File: src/rtl/stream_accumulator.sv
// Flow-controlled multi-operand summing stage built around one ripple carry adder.
// Reports the packet sum, saturating carry/term counts and a sticky overflow flag.
module ripple_carry_adder #(
  parameter int N = 32
) (
  input  logic [N-1:0] a,
  input  logic [N-1:0] b,
  input  logic         cin,
  output logic [N-1:0] sum,
  output logic         cout
);

  logic [N:0] c;

  assign c[0] = cin;

  for (genvar i = 0; i < N; i++) begin : g_fa
    assign sum[i]   = a[i] ^ b[i] ^ c[i];
    assign c[i+1]   = (a[i] & b[i]) | (c[i] & (a[i] ^ b[i]));
  end

  assign cout = c[N];

endmodule

module stream_accumulator #(
  parameter int N  = 32,
  parameter int CW = 8
) (
  input  logic          clk,
  input  logic          rst_n,
  input  logic          in_valid,
  output logic          in_ready,
  input  logic [N-1:0]  in_data,
  input  logic          in_last,
  output logic          out_valid,
  input  logic          out_ready,
  output logic [N-1:0]  out_sum,
  output logic [CW-1:0] out_carries,
  output logic [CW-1:0] out_terms,
  output logic          out_ovf
);

  typedef enum logic [1:0] {
    S_IDLE,
    S_ACC,
    S_HOLD
  } state_e;

  localparam logic [CW-1:0] CMAX = '1;
  localparam logic [CW-1:0] ONE  = {{(CW-1){1'b0}}, 1'b1};

  state_e        state_q, state_d;
  logic [N-1:0]  acc_q, acc_d;
  logic [CW-1:0] carries_q, carries_d;
  logic [CW-1:0] terms_q, terms_d;
  logic          ovf_q, ovf_d;

  logic [N-1:0]  add_sum;
  logic          add_cout;
  logic          accept;
  logic          xfer;

  ripple_carry_adder #(
    .N(N)
  ) u_rca (
    .a   (acc_q),
    .b   (in_data),
    .cin (1'b0),
    .sum (add_sum),
    .cout(add_cout)
  );

  assign in_ready  = (state_q != S_HOLD);
  assign out_valid = (state_q == S_HOLD);
  assign accept    = in_valid && in_ready;
  assign xfer      = out_valid && out_ready;

  assign out_sum     = acc_q;
  assign out_carries = carries_q;
  assign out_terms   = terms_q;
  assign out_ovf     = ovf_q;

  always_comb begin
    state_d   = state_q;
    acc_d     = acc_q;
    carries_d = carries_q;
    terms_d   = terms_q;
    ovf_d     = ovf_q;
    unique case (state_q)
      S_IDLE: begin
        // first beat replaces the previous result
        if (accept) begin
          acc_d     = in_data;
          carries_d = '0;
          terms_d   = ONE;
          ovf_d     = 1'b0;
          state_d   = in_last ? S_HOLD : S_ACC;
        end
      end
      S_ACC: begin
        if (accept) begin
          acc_d = add_sum;
          if (add_cout) begin
            if (carries_q == CMAX) ovf_d = 1'b1;
            else carries_d = carries_q + ONE;
          end
          if (terms_q == CMAX) ovf_d = 1'b1;
          else terms_d = terms_q + ONE;
          if (in_last) state_d = S_HOLD;
        end
      end
      S_HOLD: begin
        if (xfer) state_d = S_IDLE;
      end
      default: state_d = S_IDLE;
    endcase
  end

  always_ff @(posedge clk or negedge rst_n) begin
    if (!rst_n) begin
      state_q   <= S_IDLE;
      acc_q     <= '0;
      carries_q <= '0;
      terms_q   <= '0;
      ovf_q     <= 1'b0;
    end else begin
      state_q   <= state_d;
      acc_q     <= acc_d;
      carries_q <= carries_d;
      terms_q   <= terms_d;
      ovf_q     <= ovf_d;
    end
  end

endmodule
File: config.mk
export PLATFORM = sky130hd
export DESIGN_NAME = stream_accumulator
export DESIGN_NICKNAME = d
export VERILOG_FILES = /design/src/rtl/stream_accumulator.sv
export SDC_FILE = /design/constraint.sdc
export NUM_CORES = 1
export LEC_CHECK = 0
export CORE_MARGIN = 2
export CORE_UTILIZATION = 35
export CTS_BUF_LIST = sky130_fd_sc_hd__clkbuf_4 sky130_fd_sc_hd__clkbuf_8
export CTS_CLUSTER_DIAMETER = 150
export CTS_CLUSTER_SIZE = 12
export DETAILED_ROUTE_END_ITERATION = 7
export SLEW_MARGIN = 20
export SYNTH_ARGS = -nofsm -noshare
export SYNTH_HDL_FRONTEND = slang
export SYNTH_SLANG_ARGS = --single-unit
File: constraint.sdc
create_clock -name clk -period 15.1 [get_ports clk]
set_clock_uncertainty 0.05 [all_clocks]
set_input_delay 2.265 -clock clk [delete_from_list [all_inputs] [get_ports clk]]
set_output_delay 2.265 -clock clk [all_outputs]
set_load 0.02 [all_outputs]
**Word level (Yosys, flattened, before mapping)**

Cells that the tools add are included.

- Input bits: 37
- Logic and storage cells: 211
- Register bits: 51
- Output and inout port bits: 51

- Add/subtract/negate cells: 2
- Mux-type cells: 24
- Equality and inequality tests: 14
- Bitwise operators: 157
- Reduce and logical (&&, ||, !) cells: 9

Operators with widths:

| cell | number |
|---|---|
| 32-bit two-way mux | 2 |
| 32-bit case mux with 2 select lines | 1 |
| 1-bit AND | 63 |
| 1-bit bitwise XOR | 63 |
| 8-bit two-way mux | 7 |
| 8-bit case mux with 2 select lines | 2 |
| 1-bit OR | 31 |
| 8-bit by 1-bit adder with 8-bit output (second input constant) | 2 |
| 8-bit equality test (second input constant) | 2 |
| 2-bit != test (second input constant) | 7 |
| 2-bit two-way mux | 5 |
| 5-bit AND reduction | 2 |
| 4-bit AND reduction | 2 |
| 3-bit != test (second input constant) | 2 |
| 2-bit case mux with 3 select lines | 1 |
| 1-bit two-way mux | 5 |
| 3-bit AND reduction | 1 |
| 2-bit by 1-bit equality test with 1-bit output (second input constant) | 1 |
| 2-bit equality test (second input constant) | 1 |
| 1-bit logical AND | 2 |
| 2-bit logical NOT | 1 |
| 2-bit by 1-bit != test with 1-bit output (second input constant) | 1 |
| 1-bit case mux with 2 select lines | 1 |
| 2-bit nonzero test | 1 |

**Depth between registers and ports, before layout**

- Depth after elaboration: 67
- Gate-level depth with buffers: 38
- Gate-level depth less buffers: 38

**Hierarchy**

From an unflattened synthesis, not the netlist that was laid out.

- Cell total of the unflattened synthesis: 289
- Area total of the unflattened synthesis: 3153.0 um2

Modules (own cells, without submodules):

| module | area an instance (um2) | sequential area each (um2) | cells each | times used |
|---|---|---|---|---|
| stream_accumulator | 2474.9 | 1276.2 | 247 | 1 |
| ripple_carry_adder | 678.2 | 0.0 | 42 | 1 |

**Worst setup path before layout**

OpenSTA, ideal clock, no wires.

- Path kind: input to register
- Start: input port in_data[0]
- End: register carries_q[2], in the netlist out_carries[2]
- Library setup time: 0.110 ns
- Slack: 0.510 ns
- Arrival time: 14.430 ns
- Buffers on the path: 0
- Stages: 38
- Data required time: 14.940 ns
- Path through: ha_1 > fa_1 > fa_1 > fa_1 > fa_1 > fa_1 > fa_1 > fa_1 > fa_1 > fa_1 > fa_1 > fa_1 > fa_1 > fa_1 > fa_1 > fa_1 > fa_1 > fa_1 > [... 2 more ...] > fa_1 > fa_1 > fa_1 > fa_1 > fa_1 > fa_1 > fa_1 > fa_1 > fa_1 > inv_1 > fa_1 > fa_1 > inv_1 > fa_1 > nand3b_1 > o21bai_1 > o211ai_1 > o41ai_1

- Longest elaborated chain between the ends: 65

Ends and longest elaborated chain:

| what | RTL line | text |
|---|---|---|
| from (decl) | 34 | `input logic [N-1:0] in_data,` |
| 1-bit AND (2 in series) | 19 | `assign c[i+1] = (a[i] & b[i]) \| (c[i] & (a[i] ^ b[i]));` |
| 1-bit OR | 19 |  |
| 1-bit AND | 19 |  |
| 1-bit OR | 19 |  |
| 1-bit AND | 19 |  |
| 1-bit OR | 19 |  |
| 1-bit AND | 19 |  |
| 1-bit OR | 19 |  |
| [... 48 more ...] | n/a |  |
| 1-bit AND | 19 |  |
| 1-bit OR | 19 |  |
| 1-bit AND | 19 |  |
| 1-bit OR | 19 |  |
| 1-bit AND | 19 |  |
| 1-bit OR | 19 |  |
| 2-bit != test (no source line) | n/a |  |
| 5-bit AND reduction (no source line) | n/a |  |
| to (signal assigned) | 130 | `carries_q <= carries_d;` |
| to (decl) | 55 | `logic [CW-1:0] carries_q, carries_d;` |

No other way between the ends.
A chain may end at the register's enable or synchronous reset.

**Worst setup path after layout**

- Start: input port in_data[0]
- End: register carries_q[7], in the netlist out_carries[7]

The elaborated chain is that of the path after synthesis.

==> impl_table.tex <==
\begin{tabular}{lr}
\hline
Metric & Value \\
\hline
\multicolumn{2}{l}{\textbf{Floorplanning}} \\
Number of top-level pins & 88 \\
Core area & between 8000 and 9000 um\^{}2 \\
X dimension of the die & a little under 100 um \\
Starting utilization of the core area & 35.9\% \\
Number of core rows & 34 \\
Vertical die dimension & about 98 um \\
DIE AREA & around 9600 um\^{}2 \\
\multicolumn{2}{l}{\textbf{STA}} \\
Final setup viols & 0 \\
Maximum operating frequency & around 70 MHz \\
RSZ-0062 raised after global routing & no \\
Worst Max-Slew Pin Slew & just over 900 ps \\
Number of pins exceeding their max-slew limit in the final report & 0 \\
Fin Setup TNS & 0 ps \\
Portion of the clock cycle consumed by the worst path in the final layout & a little over nine tenths \\
Final hold violations & 0 \\
Post-route minimum period & 14610 ps \\
Setup WS post-layout & approximately 500 ps \\
Worst hold slack across all endpoints & about 490 ps \\
Max\_slew headroom & 37.5\% \\
\multicolumn{2}{l}{\textbf{Hold path}} \\
HP Class & reg2reg \\
\multicolumn{2}{l}{\textbf{Detailed routing}} \\
Average via count per standard cell & between 5 and 6 \\
Pre-Repair DR Iteration Count & 4 \\
Total number of vias & around 2600 \\
Routed wire length & around 7200 um \\
DRC violation count after routing & 0 \\
Routed Antenna Nets & 0 \\
Routed len/inst & roughly 14 um \\
Initial drt markers & 118 \\
\multicolumn{2}{l}{\textbf{Synth}} \\
Synth async-reset ratio & between 90\% and 100\% \\
Number of warnings reported in the yosys synthesis log & 0 \\
Number of nets in the synthesized netlist & just under 400 \\
Flip-flop and latch count after synthesis & 51 \\
Count of cell types in the netlist & 36 \\
Synthesized instance count & 320 \\
Register area share after synthesis & 41.2\% \\
Synthesized area per cell & just under 10 um\^{}2 \\
Count of flip-flops with a built-in enable after synthesis & 0 \\
Area of the mapped netlist & slightly above 3000 um\^{}2 \\
Most instantiated flip-flop cell in the synthesis netlist & sky130\_fd\_sc\_hd\_\_dfrtp\_1 \\
\multicolumn{2}{l}{\textbf{Layout}} \\
Number of non-filler instances in the completed layout & 510 \\
Share of layout cells above drive strength 1 & $\sim$7\% \\
Post-route cell area & 4200 um\^{}2 \\
Ant diodes & 0 \\
Area growth from synthesis to layout & 35.7\% \\
Filler instances & around 820 \\
Net count of the finished layout & approximately 470 \\
Utilization after layout & $\sim$50\% \\
\multicolumn{2}{l}{\textbf{Power and ir drop}} \\
Static Leak & approximately 1.7 nW \\
Total power & between 0.4 and 0.5 mW \\
Peak supply drop & roughly 50 uV \\
Pwr Density & 119 nW/um\^{}2 \\
\multicolumn{2}{l}{\textbf{Worst setup path}} \\
Crit end category & flop \\
Longest individual stage delay on the worst path & roughly 430 ps \\
Most frequent cell on the critical path & sky130\_fd\_sc\_hd\_\_fa\_1 \\
Path type of the worst setup path & in2reg \\
Data required time at the worst endpoint & between 15000 and 20000 ps \\
Critical path startpoint category & input pin \\
Arrival time worst endpoint & 14720 ps \\
Cell with the largest stage delay on the worst path & sky130\_fd\_sc\_hd\_\_clkdlybuf4s50\_1 \\
Critical Path Fanout Max & 5 \\
\multicolumn{2}{l}{\textbf{Job}} \\
Number of max-capacitance violations reported & 0 \\
\multicolumn{2}{l}{\textbf{Place}} \\
Standard cell area after detailed placement & 4070 um\^{}2 \\
Final weighted congestion in routability-driven placement & $\sim$0.79 \\
Post-Place Setup Slack & -364 ps \\
Number of input and output port buffers inserted & 87 \\
Placed wire-length estimate & 5230 um \\
Number of placed instances, taps included & 503 \\
\multicolumn{2}{l}{\textbf{Clock tree}} \\
TritonCTS clock tree & done \\
Number of H-tree levels & 2 \\
Insertion delay of the later-clocked pin in the worst-skew pair & approximately 300 ps \\
Inserted Clock Buffers & 5 \\
Clock root buffer & sky130\_fd\_sc\_hd\_\_clkbuf\_8 \\
Sinks on Clock Net & $\sim$50 \\
Number of hold buffers added after CTS & 0 \\
Maximum number of buffers from clock root to sink & 2 \\
Worst-path clk slew & $\sim$90 ps \\
\multicolumn{2}{l}{\textbf{GRT}} \\
Global-route usage over all layers & 15.8\% \\
Overall overflow remaining after global route & 0 \\
Pin count of the biggest net entering global routing & 61 \\
Initial antenna violation count & 0 \\
Vias in the first global route & 2529 \\
Global-route wire length before repair & 12300 um \\
\multicolumn{2}{l}{\textbf{Run status}} \\
Result of the run & finished clean \\
\hline
\end{tabular}
-- per-layer routing --
layer	routed length (um)	global-route usage, %	part of all wire (%)	vias to the layer above
li1	-	-	-	1243
met1	3360	21.8	46	1248
met2	3390	24.8	47	69
met3	401	3.72	5.5	9
met4	99	4.91	1.4	0
met5	0	0	0	-
-- timing repair --
action                     in CTS  in global routing
buffers inserted                0                  0
setup endpoints to repair       7                 11
pin swaps                       0                  1
gates resized for setup         2                  9
hold endpoints to repair        0                  0
gates cloned                    0                  0
-- path summary, 6_finish.rpt --
path | startpoint | to | slack (ps) | depth (start not counted)
min in group asynchronous | rst_n | out_terms[5] | 2020 | 2
max in group asynchronous | rst_n | out_sum[10] | 12540 | 2
setup reg to reg | out_sum[0] | out_carries[7] | 2500 | 38
hold / removal | out_carries[2] | out_carries[2] | 490 | 1
hold reg to reg | out_carries[2] | out_carries[2] | 490 | 1
setup / recovery | in_data[0] | out_carries[7] | 490 | 39
-- logic make-up after synthesis --
kind of cell	share of synthesized area [%]
buffers and inverters	4.00
flip-flops	41.2
AND/OR/NAND/NOR	18.4
adder cells (fa/ha/maj)	21.2
XOR/XNOR	0.848
AO/OA/AOI/OAI	14.0
multiplexers	0.323
-- cell type report --
| cell class | count | area [um^2] | area share [%] |
|---|---|---|---|
| multi-input combinational | 239 | 1730 | 41.2 |
| sequential | 51 | 1280 | 30.4 |
| timing repair buffer | 92 | 903 | 21.5 |
| tap | 108 | 135 | 3.21 |
| clock buffer | 6 | 76.3 | 1.82 |
| inverter | 13 | 48.8 | 1.16 |
| clock inverter | 1 | 30.0 | 0.714 |
-- cells in the final DEF, fill, tap and decap left out, types with 2 or more instances in the layout --
master / Yosys / layout
sky130_fd_sc_hd__xnor2_1: 2 / 2
sky130_fd_sc_hd__nor2_1: 38 / 38
sky130_fd_sc_hd__o211ai_1: 3 / 3
sky130_fd_sc_hd__fa_1: 31 / 21
sky130_fd_sc_hd__nor3_1: 2 / 2
sky130_fd_sc_hd__o21ai_0: 5 / 5
sky130_fd_sc_hd__nand4_1: 4 / 4
sky130_fd_sc_hd__buf_4: 0 / 5
sky130_fd_sc_hd__nand2b_1: 3 / 3
sky130_fd_sc_hd__nand3_1: 4 / 4
sky130_fd_sc_hd__clkdlybuf4s50_1: 0 / 86
sky130_fd_sc_hd__dfrtp_1: 51 / 51
sky130_fd_sc_hd__a21oi_1: 11 / 11
sky130_fd_sc_hd__o41ai_1: 2 / 2
sky130_fd_sc_hd__nor2b_4: 1 / 2
sky130_fd_sc_hd__or3_1: 3 / 3
sky130_fd_sc_hd__ha_1: 3 / 3
sky130_fd_sc_hd__o31ai_1: 2 / 2
sky130_fd_sc_hd__nand2_1: 71 / 71
sky130_fd_sc_hd__o21ai_1: 7 / 7
sky130_fd_sc_hd__inv_1: 13 / 13
sky130_fd_sc_hd__a211oi_1: 2 / 2
sky130_fd_sc_hd__o22ai_1: 2 / 2
sky130_fd_sc_hd__or4_1: 2 / 2
sky130_fd_sc_hd__fa_2: 0 / 10
sky130_fd_sc_hd__a31oi_1: 31 / 31
sky130_fd_sc_hd__clkbuf_8: 0 / 5
-- worst max-delay path, delay by kind of cell --
kind	cells	cell delay (ps)
and+or+nand+nor	1	150
buffers and inverters	4	730
AOI/OAI and AO/OA	2	130
adders and majority gates	32	11420
-- power by group --
group	leakage [nW]	switching (mW)	internal (mW)	total, mW
clock network	0.0547	0.0442	0.0505	0.0947
logic	1.00	0.111	0.103	0.214
registers	0.617	0.0290	0.161	0.190
total	1.67	0.184	0.315	0.499
-- cells in the mapped netlist (3+ instances only) --
library cell / count / area share [%]
sky130_fd_sc_hd__nand2_1: 71 / 8.6
sky130_fd_sc_hd__nor2_1: 38 / 4.6
sky130_fd_sc_hd__o21ai_0: 5 / 0.81
sky130_fd_sc_hd__a21oi_1: 11 / 1.8
sky130_fd_sc_hd__buf_2: 3 / 0.48
sky130_fd_sc_hd__fa_1: 31 / 20
sky130_fd_sc_hd__o211ai_1: 3 / 0.73
sky130_fd_sc_hd__clkbuf_1: 13 / 1.6
sky130_fd_sc_hd__o21ai_1: 7 / 1.1
sky130_fd_sc_hd__ha_1: 3 / 1.2
sky130_fd_sc_hd__nand4_1: 4 / 0.81
sky130_fd_sc_hd__nand2b_1: 3 / 0.61
sky130_fd_sc_hd__a31oi_1: 31 / 6.3
sky130_fd_sc_hd__inv_1: 13 / 1.6
sky130_fd_sc_hd__dfrtp_1: 51 / 41
sky130_fd_sc_hd__nand3_1: 4 / 0.65
sky130_fd_sc_hd__or3_1: 3 / 0.61
-- state kept, by name, indices dropped and copies added (netlist names) --
name / flops
out_sum: 32
out_carries: 8
out_terms: 8
state_q: 2
out_ovf: 1
(Power assumes the default switching activity.)
